[src/rtl/id_stage_if.sv]
// ----------------------------------------------------------------------------
// id_stage_if : bundle of every signal of the decode stage except the clock and
//               the reset.
//
//   fetch side  : in_valid, in_ready, in_instr
//   ALU side    : out_valid, out_ready, opcode, func3, func7, imm, a, b, rd
//   control     : flush
//   writeback   : wb_en, wb_addr, wb_data
//
//   modport slave  : the decode stage (id_stage)
//   modport master : the environment that drives fetch/ALU/writeback
// ----------------------------------------------------------------------------
interface id_stage_if #(
   parameter int unsigned XLEN = 32
);
   localparam int unsigned INSTR_W  = 32;
   localparam int unsigned OPCODE_W = 7;
   localparam int unsigned FUNC3_W  = 3;
   localparam int unsigned FUNC7_W  = 7;
   localparam int unsigned REG_W    = 5;

   // fetch handshake
   logic                in_valid;
   logic                in_ready;
   logic [INSTR_W-1:0]  in_instr;

   // ID/EX handshake and ALU inputs
   logic                out_valid;
   logic                out_ready;
   logic                flush;
   logic [OPCODE_W-1:0] opcode;
   logic [FUNC3_W-1:0]  func3;
   logic [FUNC7_W-1:0]  func7;
   logic [XLEN-1:0]     imm;
   logic [XLEN-1:0]     a;
   logic [XLEN-1:0]     b;
   logic [REG_W-1:0]    rd;

   // register-file write port
   logic                wb_en;
   logic [REG_W-1:0]    wb_addr;
   logic [XLEN-1:0]     wb_data;

   modport slave (
      input  in_valid, in_instr, out_ready, flush, wb_en, wb_addr, wb_data,
      output in_ready, out_valid, opcode, func3, func7, imm, a, b, rd
   );

   modport master (
      output in_valid, in_instr, out_ready, flush, wb_en, wb_addr, wb_data,
      input  in_ready, out_valid, opcode, func3, func7, imm, a, b, rd
   );
endinterface

[src/rtl/id_stage.sv]
// ----------------------------------------------------------------------------
// id_stage : RV32I decode stage feeding the ALU.
//
// Decodes opcode/func3/func7/rd and the immediate from the fetched instruction,
// reads rs1/rs2 from an internal register file (x0 hardwired to zero), and
// registers everything into the ID/EX output register. The register-file write
// port is driven by writeback. Valid/ready handshake on both sides, one cycle
// of latency from accepted instruction to ALU inputs.
//
// Ports
//   clk        rising-edge clock
//   rst_n      synchronous reset, active low (clears ID/EX and all registers)
//   bus        id_stage_if.slave; in_ready is the only combinational output
//
// Configuration
//   ID_BYPASS_EN  when defined, the read ports are write-through: a writeback
//                 to a source register in the accept cycle is captured into
//                 a/b. When undefined, a/b capture the pre-write contents.
// ----------------------------------------------------------------------------
module id_stage #(
   parameter int unsigned XLEN     = 32,
   parameter int unsigned NUM_REGS = 32
) (
   input  logic      clk,
   input  logic      rst_n,
   id_stage_if.slave bus
);

   localparam int unsigned OPCODE_W = 7;
   localparam int unsigned FUNC3_W  = 3;
   localparam int unsigned FUNC7_W  = 7;
   localparam int unsigned REG_W    = 5;
   localparam int unsigned IMM_W    = 12;

   localparam logic [OPCODE_W-1:0] OP_RTYPE = 7'b0110011;

   // ---------------------------------------------------------------------
   // Field extraction from the incoming instruction
   // ---------------------------------------------------------------------
   logic [OPCODE_W-1:0] dec_opcode;
   logic [FUNC3_W-1:0]  dec_func3;
   logic [FUNC7_W-1:0]  dec_func7;
   logic [REG_W-1:0]    dec_rd;
   logic [REG_W-1:0]    dec_rs1;
   logic [REG_W-1:0]    dec_rs2;
   logic [IMM_W-1:0]    dec_imm12;
   logic [XLEN-1:0]     dec_imm;

   assign dec_opcode = bus.in_instr[6:0];
   assign dec_rd     = bus.in_instr[11:7];
   assign dec_func3  = bus.in_instr[14:12];
   assign dec_rs1    = bus.in_instr[19:15];
   assign dec_rs2    = bus.in_instr[24:20];
   assign dec_func7  = bus.in_instr[31:25];
   assign dec_imm12  = bus.in_instr[31:20];

   // R-type carries no immediate; every other opcode uses the I-type field
   always_comb begin
      dec_imm = '0;
      if (dec_opcode != OP_RTYPE) begin
         dec_imm = {{(XLEN-IMM_W){dec_imm12[IMM_W-1]}}, dec_imm12};
      end
   end

   // ---------------------------------------------------------------------
   // Register file: two combinational read ports, one write port
   // ---------------------------------------------------------------------
   logic [XLEN-1:0] regs [NUM_REGS];
   logic            wb_write;
   logic [XLEN-1:0] rdata_a;
   logic [XLEN-1:0] rdata_b;

   assign wb_write = bus.wb_en && (bus.wb_addr != '0);

   // x0 is never written, so reads of index 0 are forced to zero
   always_ff @(posedge clk) begin
      if (!rst_n) begin
         for (int i = 0; i < int'(NUM_REGS); i++) begin
            regs[i] <= '0;
         end
      end else if (wb_write) begin
         regs[bus.wb_addr] <= bus.wb_data;
      end
   end

   always_comb begin
      rdata_a = '0;
      rdata_b = '0;
      if (dec_rs1 != '0) begin
         rdata_a = regs[dec_rs1];
      end
      if (dec_rs2 != '0) begin
         rdata_b = regs[dec_rs2];
      end
`ifdef ID_BYPASS_EN
      // write-through: a same-cycle writeback wins over the stored value
      if (wb_write && (bus.wb_addr == dec_rs1)) begin
         rdata_a = bus.wb_data;
      end
      if (wb_write && (bus.wb_addr == dec_rs2)) begin
         rdata_b = bus.wb_data;
      end
`endif
   end

   // ---------------------------------------------------------------------
   // ID/EX output register
   // ---------------------------------------------------------------------
   logic                valid_q,  valid_d;
   logic [OPCODE_W-1:0] opcode_q, opcode_d;
   logic [FUNC3_W-1:0]  func3_q,  func3_d;
   logic [FUNC7_W-1:0]  func7_q,  func7_d;
   logic [XLEN-1:0]     imm_q,    imm_d;
   logic [XLEN-1:0]     a_q,      a_d;
   logic [XLEN-1:0]     b_q,      b_d;
   logic [REG_W-1:0]    rd_q,     rd_d;
   logic [REG_W-1:0]    rs1_q,    rs1_d;
   logic [REG_W-1:0]    rs2_q,    rs2_d;

   logic ready_c;
   logic accept;

   assign ready_c = !valid_q || bus.out_ready;
   assign accept  = bus.in_valid && ready_c && !bus.flush;

   // Next-state for the ID/EX register. Data fields hold unless loaded or
   // refreshed; only valid is cleared on consume or flush.
   always_comb begin
      valid_d  = valid_q;
      opcode_d = opcode_q;
      func3_d  = func3_q;
      func7_d  = func7_q;
      imm_d    = imm_q;
      a_d      = a_q;
      b_d      = b_q;
      rd_d     = rd_q;
      rs1_d    = rs1_q;
      rs2_d    = rs2_q;

      if (bus.flush) begin
         valid_d = 1'b0;
      end else if (accept) begin
         valid_d  = 1'b1;
         opcode_d = dec_opcode;
         func3_d  = dec_func3;
         func7_d  = dec_func7;
         imm_d    = dec_imm;
         a_d      = rdata_a;
         b_d      = rdata_b;
         rd_d     = dec_rd;
         rs1_d    = dec_rs1;
         rs2_d    = dec_rs2;
      end else if (valid_q && bus.out_ready) begin
         valid_d = 1'b0;
      end else if (valid_q) begin
         // stalled: keep held operands coherent with writeback
         if (wb_write && (bus.wb_addr == rs1_q)) begin
            a_d = bus.wb_data;
         end
         if (wb_write && (bus.wb_addr == rs2_q)) begin
            b_d = bus.wb_data;
         end
      end
   end

   always_ff @(posedge clk) begin
      if (!rst_n) begin
         valid_q  <= 1'b0;
         opcode_q <= '0;
         func3_q  <= '0;
         func7_q  <= '0;
         imm_q    <= '0;
         a_q      <= '0;
         b_q      <= '0;
         rd_q     <= '0;
         rs1_q    <= '0;
         rs2_q    <= '0;
      end else begin
         valid_q  <= valid_d;
         opcode_q <= opcode_d;
         func3_q  <= func3_d;
         func7_q  <= func7_d;
         imm_q    <= imm_d;
         a_q      <= a_d;
         b_q      <= b_d;
         rd_q     <= rd_d;
         rs1_q    <= rs1_d;
         rs2_q    <= rs2_d;
      end
   end

   assign bus.in_ready  = ready_c;
   assign bus.out_valid = valid_q;
   assign bus.opcode    = opcode_q;
   assign bus.func3     = func3_q;
   assign bus.func7     = func7_q;
   assign bus.imm       = imm_q;
   assign bus.a         = a_q;
   assign bus.b         = b_q;
   assign bus.rd        = rd_q;

endmodule

[src/flat_wrapper.sv]
// flat-port wrapper written by rule: the top's interface ports become plain ports
module id_stage_flat 
#(
   parameter int unsigned XLEN     = 32,
   parameter int unsigned NUM_REGS = 32
)
  (clk, rst_n, bus_in_valid, bus_in_instr, bus_out_ready, bus_flush, bus_wb_en, bus_wb_addr, bus_wb_data, bus_in_ready, bus_out_valid, bus_opcode, bus_func3, bus_func7, bus_imm, bus_a, bus_b, bus_rd);
  id_stage_if #(.XLEN(XLEN)) bus_i ();
  input  logic clk;
  input  logic rst_n;
  input wire logic [$bits(bus_i.in_valid)-1:0] bus_in_valid;
  input wire logic [$bits(bus_i.in_instr)-1:0] bus_in_instr;
  input wire logic [$bits(bus_i.out_ready)-1:0] bus_out_ready;
  input wire logic [$bits(bus_i.flush)-1:0] bus_flush;
  input wire logic [$bits(bus_i.wb_en)-1:0] bus_wb_en;
  input wire logic [$bits(bus_i.wb_addr)-1:0] bus_wb_addr;
  input wire logic [$bits(bus_i.wb_data)-1:0] bus_wb_data;
  output wire logic [$bits(bus_i.in_ready)-1:0] bus_in_ready;
  output wire logic [$bits(bus_i.out_valid)-1:0] bus_out_valid;
  output wire logic [$bits(bus_i.opcode)-1:0] bus_opcode;
  output wire logic [$bits(bus_i.func3)-1:0] bus_func3;
  output wire logic [$bits(bus_i.func7)-1:0] bus_func7;
  output wire logic [$bits(bus_i.imm)-1:0] bus_imm;
  output wire logic [$bits(bus_i.a)-1:0] bus_a;
  output wire logic [$bits(bus_i.b)-1:0] bus_b;
  output wire logic [$bits(bus_i.rd)-1:0] bus_rd;
  assign bus_i.in_valid = bus_in_valid;
  assign bus_i.in_instr = bus_in_instr;
  assign bus_i.out_ready = bus_out_ready;
  assign bus_i.flush = bus_flush;
  assign bus_i.wb_en = bus_wb_en;
  assign bus_i.wb_addr = bus_wb_addr;
  assign bus_i.wb_data = bus_wb_data;
  assign bus_in_ready = bus_i.in_ready;
  assign bus_out_valid = bus_i.out_valid;
  assign bus_opcode = bus_i.opcode;
  assign bus_func3 = bus_i.func3;
  assign bus_func7 = bus_i.func7;
  assign bus_imm = bus_i.imm;
  assign bus_a = bus_i.a;
  assign bus_b = bus_i.b;
  assign bus_rd = bus_i.rd;
  id_stage #(.XLEN(XLEN), .NUM_REGS(NUM_REGS)) u_core (.clk(clk), .rst_n(rst_n), .bus(bus_i));
endmodule
[config.mk]
export PLATFORM = sky130hd
export DESIGN_NAME = id_stage_flat
export DESIGN_NICKNAME = d
export VERILOG_FILES = /design/src/rtl/id_stage_if.sv /design/src/rtl/id_stage.sv /design/src/flat_wrapper.sv
export SDC_FILE = /design/constraint.sdc
export NUM_CORES = 2
export LEC_CHECK = 0
export BUFFER_PORTS_ARGS = -buffer_cell sky130_fd_sc_hd__buf_2
export CAP_MARGIN = 20
export CORE_UTILIZATION = 55
export DETAILED_ROUTE_END_ITERATION = 8
export HOLD_SLACK_MARGIN = 0.15
export PLACE_DENSITY = 0.76
export SYNTH_ARGS = -nofsm -noshare
export SYNTH_HDL_FRONTEND = slang
export SYNTH_SLANG_ARGS = --single-unit
[constraint.sdc]
create_clock -name clk -period 11.6 [get_ports clk]
set_input_delay 0.58 -clock clk [delete_from_list [all_inputs] [get_ports clk]]
set_output_delay 0.58 -clock clk [all_outputs]
set_load 0.02 [all_outputs]
# --- Word-level counts from Yosys, hierarchy flattened ---
# Memories as Yosys holds them, arrays and structs flattened.
# Index checks and enable logic that the tools add are counted.
word_totals:
  register_bits: 129
  n_memories: 1
  ram_bits: 1024
  output_inout_bits: 120
  wordCells: 58
classes:
  n_mux: 20
  n_eq_ne: 4
  reduce_logical: 21
  bitwise: 2
memory_table:
  columns: ["name", "words", "word_bits", "rd", "rd_clocked_by_memory_dff", "write_ports", "line_no", "text"]
  rows:
  - ["u_core.regs", 32, 32, 2, 0, 32, "id_stage.sv:68", "logic [XLEN-1:0] regs [NUM_REGS];"]
ops:
  columns: ["operator", "count"]
  rows:
  - ["$mux 32", 12]
  - ["$reduce_or 32->1", 1]
  - ["$reduce_bool 5->1", 3]
  - ["$eq 5x5->1", 2]
  - ["$reduce_and 4->1", 2]
  - ["$reduce_bool 2->1", 4]
  - ["$mux 1", 7]
  - ["$ne 7x6->1 const B", 1]
  - ["$logic_and 1x1->1", 6]
  - ["$mux 5", 1]
  - ["$logic_not 1->1", 2]
  - ["$ne 2x1->1 const B", 1]
  - ["$not 1->1", 2]
  - ["$reduce_and 2->1", 1]
  - ["$reduce_or 2->1", 1]
  - ["$logic_or 1x1->1", 1]

# --- Longest topological paths before layout ---
logic_depth:
  ltp_word: 7
  ltp_mapped: 10
  depth_no_buf: 6

# --- Worst setup path before layout ---
# No wires, ideal clock.
synth_path:
  path_kind: "input -> register"
  from: "input bus_wb_addr[2]"
  to: "memory u_core.regs[12][0] (enable)"
  arrival_time_ps: 3698
  slack_ps: 7436
  required_ps: 11134
  cell_stages: 6
  setup_time_ps: 466
  n_path_buf: 3
  cell_sequence: "buf_2 or3_1 buf_2 nand3b_1 clkbuf_1 o21ai_0"
synth_lines:
  columns: ["element", "line_no", "text"]
  rows:
  - ["start: declaration", "flat_wrapper.sv:16", "input wire logic [$bits(bus_i.wb_addr)-1:0] bus_wb_addr;"]
  - ["end: declaration", "id_stage.sv:68", null]

# --- Worst setup path after layout ---
layout_path:
  from: "input bus_in_instr[15]"
  to: "register u_core.a_q[31], in the netlist u_core.bus.a[31]"
layout_via:
  elab_chain_len: 3
  word_cells_on_any_way: 4
  classes_between: "mux: 2; reduce/logical: 1; memory: 1"
layout_rtl:
  columns: ["element", "line_no", "text"]
  rows:
  - ["start: declaration", "flat_wrapper.sv:12", "input wire logic [$bits(bus_i.in_instr)-1:0] bus_in_instr;"]
  - ["$mem_v2 32x32 / $reduce_bool 5->1 (equally long branches)", null, null]
  - ["$mux 32 *", "id_stage.sv:89", "if (dec_rs1 != '0) begin"]
  - ["$mux 32 *", "id_stage.sv:142", "end else if (accept) begin"]
  - ["end signal: assignment", "id_stage.sv:173", "a_q <= '0;"]
  - ["end signal: assignment", "id_stage.sv:184", "a_q <= a_d;"]
  - ["end: declaration", "id_stage.sv:114", "logic [XLEN-1:0] a_q, a_d;"]
# Every way passes the cells marked *; elsewhere a longest branch is shown, timed or not.
# A chain may end at the register's enable or synchronous reset.

==> impl_metrics.csv <==
group,metric,value,unit
outcome,status,"finished, final reports clean",
min_path,min_path_type,"input port to register",
logic_synthesis,synth.area.top_cells,"edfxtp_1 52%, mux4_2 17%, and2_1 11%, dfxtp_1 3.7%, mux2i_1 2.7%",
cells_and_area,layout_common_cells,"1024 x edfxtp_1, 994 x and2_1, 443 x mux4_2",
pwr,p_int,7190,uW
timing,fmax,0.256,GHz
logic_synthesis,yosysSeqAreaShare,0.558,
timing,slew_viol_final,0,
timing,slew_headroom,0.232,
cells_and_area,finalNonFillerCells,5585,
cells_and_area,layout.nets,4160,
timing,finalCritPeriodShare,0.337,
global_routing,antenna_found_initial,20,
drt,ant_nets,0,
setup_path,crit_path_max_fanout,53,
cells_and_area,mostFrequentLayoutCell,"edfxtp_1",
placed_design,port_buffers,194,
timing,fin_ws,7.69,ns
cells_and_area,drive_gt1_frac,0.269,
cts,root_buffer,"clkbuf_16",
placed_design,dp_cells,5337,
logic_synthesis,synth_top_area_share,0.521,
drt,via_count,39200,
timing,max_slew.worst_pin.slew,1.15,ns
setup_path,cpMaxStageDelayCell,"buf_4",
placed_design,place_hpwl,104000,um
cts,htree_levels,3,
cts,post_cts_buffers,0,
placed_design,gp_routability_congestion,0.890,
logic_synthesis,synth.distinct_cells,56,
pwr,seqPwrFrac,0.502,
timing,fin_setup_tns,0,ns
timing,fin_skew,0.0227,ns
cts,cts_buffers,116,
pwr,p_leak,0.0229,uW
pwr,power_frac_comb,0.115,
floorplanning,die_height,330,um
cts,cts_hold_buf,21,
timing,finalHoldViolCount,0,
logic_synthesis,netlist_area,59100,um2
floorplanning,die_area,109000,um2
global_routing,overflow,0,
logic_synthesis,ys.flop_type,"edfxtp_1",
logic_synthesis,synthArstFlopShare,0,
pwr,finalPower,9580,uW
drt,routed_wl,189000,um
timing,layout_min_cycle_time,3.91,ns
setup_path,cp.buffers_inverters,3,
cells_and_area,utilization,0.616,
cts,cts_tree,"done",
pwr,power-per-cell-area,147,nW/um2
setup_path,arrival,4.50,ns
logic_synthesis,ys_ff_latch,1133,
timing,rsz0062_at_grt,"false",
cts,cts.clk_slew.worst_paths,0.06,ns
setup_path,start_kind,"input port",
drt,drt_iter0_markers,6448,
drt,avgRoutedWirePerCell,33.9,um
setup_path,cp-end-kind,"register",
drt,first_pass_iters,6,
pwr,p_sw,2390,uW
logic_synthesis,synth-edff-count,1024,
setup_path,crit_family,"buffers and inverters",
global_routing,grt_pass1_vias,38600,
floorplanning,ios,195,
drt,drc,0,
pwr,swShare,0.249,
cts,insertion_delay,0.72,ns
global_routing,grt_pass1_wl,269000,um
logic_synthesis,avgSynthCellArea,14.5,um2
cts,cts.sinks,1133,
setup_path,required,12.19,ns
floorplanning,coreArea,106000,um2
timing,setup_viol,0,
floorplanning,num_rows,119,
setup_path,crit_top_cell,"buf_4",
placed_design,pre_cts_ws,6.97,ns
cts,cts_buffer_depth,3,
logic_synthesis,yosysWarnings,0,
cts,cts_resized,0,
pwr,peakVddDrop,0.130,mV
global_routing,track_usage,0.348,
setup_path,critical-path-max-stage-delay,0.98,ns
cells_and_area,fillers,7761,
run,drv_cap,0,
setup_path,critical_path_class,"input port to register",
drt,vias_per_cell,7.01,
cells_and_area,area_growth,10.3,%
floorplanning,start_util,0.558,
setup_path,path_cells,"buf_8, buf_4, buf_4, mux4_2, a22oi_1, a21o_1, nand4_1, o211a_1",
floorplanning,fp.dieW,330,um
logic_synthesis,synth_top_cell_by_area,"edfxtp_1",
pwr,clockPowerShare,0.383,
setup_path,r2r_slack,8.07,ns
global_routing,grt_max_degree,115,
logic_synthesis,syn_inst,4078,
==> cell type report <==
type / count / area (um2) / share of cell area
sequential: 1133 / 32900 / 0.505
multi-input combinational: 2507 / 24700 / 0.379
clock buffer: 171 / 3310 / 0.0509
timing repair buffer: 323 / 2070 / 0.0318
tap: 1391 / 1740 / 0.0267
clock inverter: 51 / 377 / 0.00578
inverter: 4 / 17.5 / 0.000269
antenna: 5 / 12.5 / 0.000192
==> state kept, by name, indices dropped and copies added (netlist names), 3 cells and up <==
| name | flops |
|---|---|
| u_core.bus.a | 32 |
| u_core.bus.imm | 12 |
| u_core.bus.rd | 5 |
| u_core.bus.opcode | 7 |
| u_core.bus.func7 | 7 |
| u_core.regs | 1024 |
| u_core.rs1_q | 5 |
| u_core.bus.func3 | 3 |
| u_core.rs2_q | 5 |
| u_core.bus.b | 32 |
==> cells in the mapped netlist, drive strengths merged (5+ instances only) <==
master	n
o211a	31
o211ai	31
a311oi	32
nor4	5
nand2b	5
buf	149
mux4	443
a22o	29
nand2	104
xnor2	10
and2	995
edfxtp	1024
mux2i	158
nor2b	13
dfxtp	109
clkbuf	316
a21oi	65
a22oi	138
nand4	33
o21ai	66
mux2	133
nor2	51
nor3	35
a21o	31
a221oi	29
==> power by group through the flow <==
stage	registers (uW)	logic [uW]	clock network (uW)
after floorplan	4860	708	0
after global placement	4860	1060	0
after detailed placement	4880	1070	0
after CTS	4800	1080	3680
after global routing	4820	1140	3840
final	4810	1100	3670
==> final timing paths <==
kind / to / cells after the start / startpoint
max: u_core.bus.a[31] / 8 / bus_in_instr[15]
min: u_core.bus.func7[1] / 3 / bus_in_instr[26]
max reg2reg: u_core.bus.b[25] / 8 / u_core.bus.out_valid
min reg2reg: u_core.bus.func7[5] / 2 / u_core.bus.func7[5]
==> per-layer routing <==
metal	wire, um	vias up	track usage
li1	-	15600	-
met1	65500	19700	0.455
met2	86100	3289	0.539
met3	27500	608	0.0991
met4	9820	12	0.166
met5	72	-	0
==> logic make-up after synthesis <==
kind of cell / after synthesis / synth area share
flip-flops: 1133 / 0.558
XOR/XNOR: 10 / 0.00148
multiplexers: 734 / 0.221
AND/OR/NAND/NOR: 1261 / 0.127
buffers and inverters: 469 / 0.0353
other: 1 / 0.0000635
AO/OA/AOI/OAI: 470 / 0.0578
==> worst reg2reg max path: stages (launching register included) <==
cell      delay [ns]
dfxtp_1         0.32
nor2b_1         0.47
inv_2           0.25
nand2_4         0.46
buf_4           0.83
nor3_2          0.12
buf_4           0.36
o211ai_1        0.40
a311oi_1        0.16
==> stage by stage <==
stage          instance area (um2)  hold WS (ns)
2_1_floorplan                59200         0.449
3_3_place_gp                 61200         0.439
6_report                     65200         0.173
3_5_place_dp                 61200         0.443
4_1_cts                      65100         0.153
5_1_grt                      65200         0.172
Power figures use the tool's default switching activity.
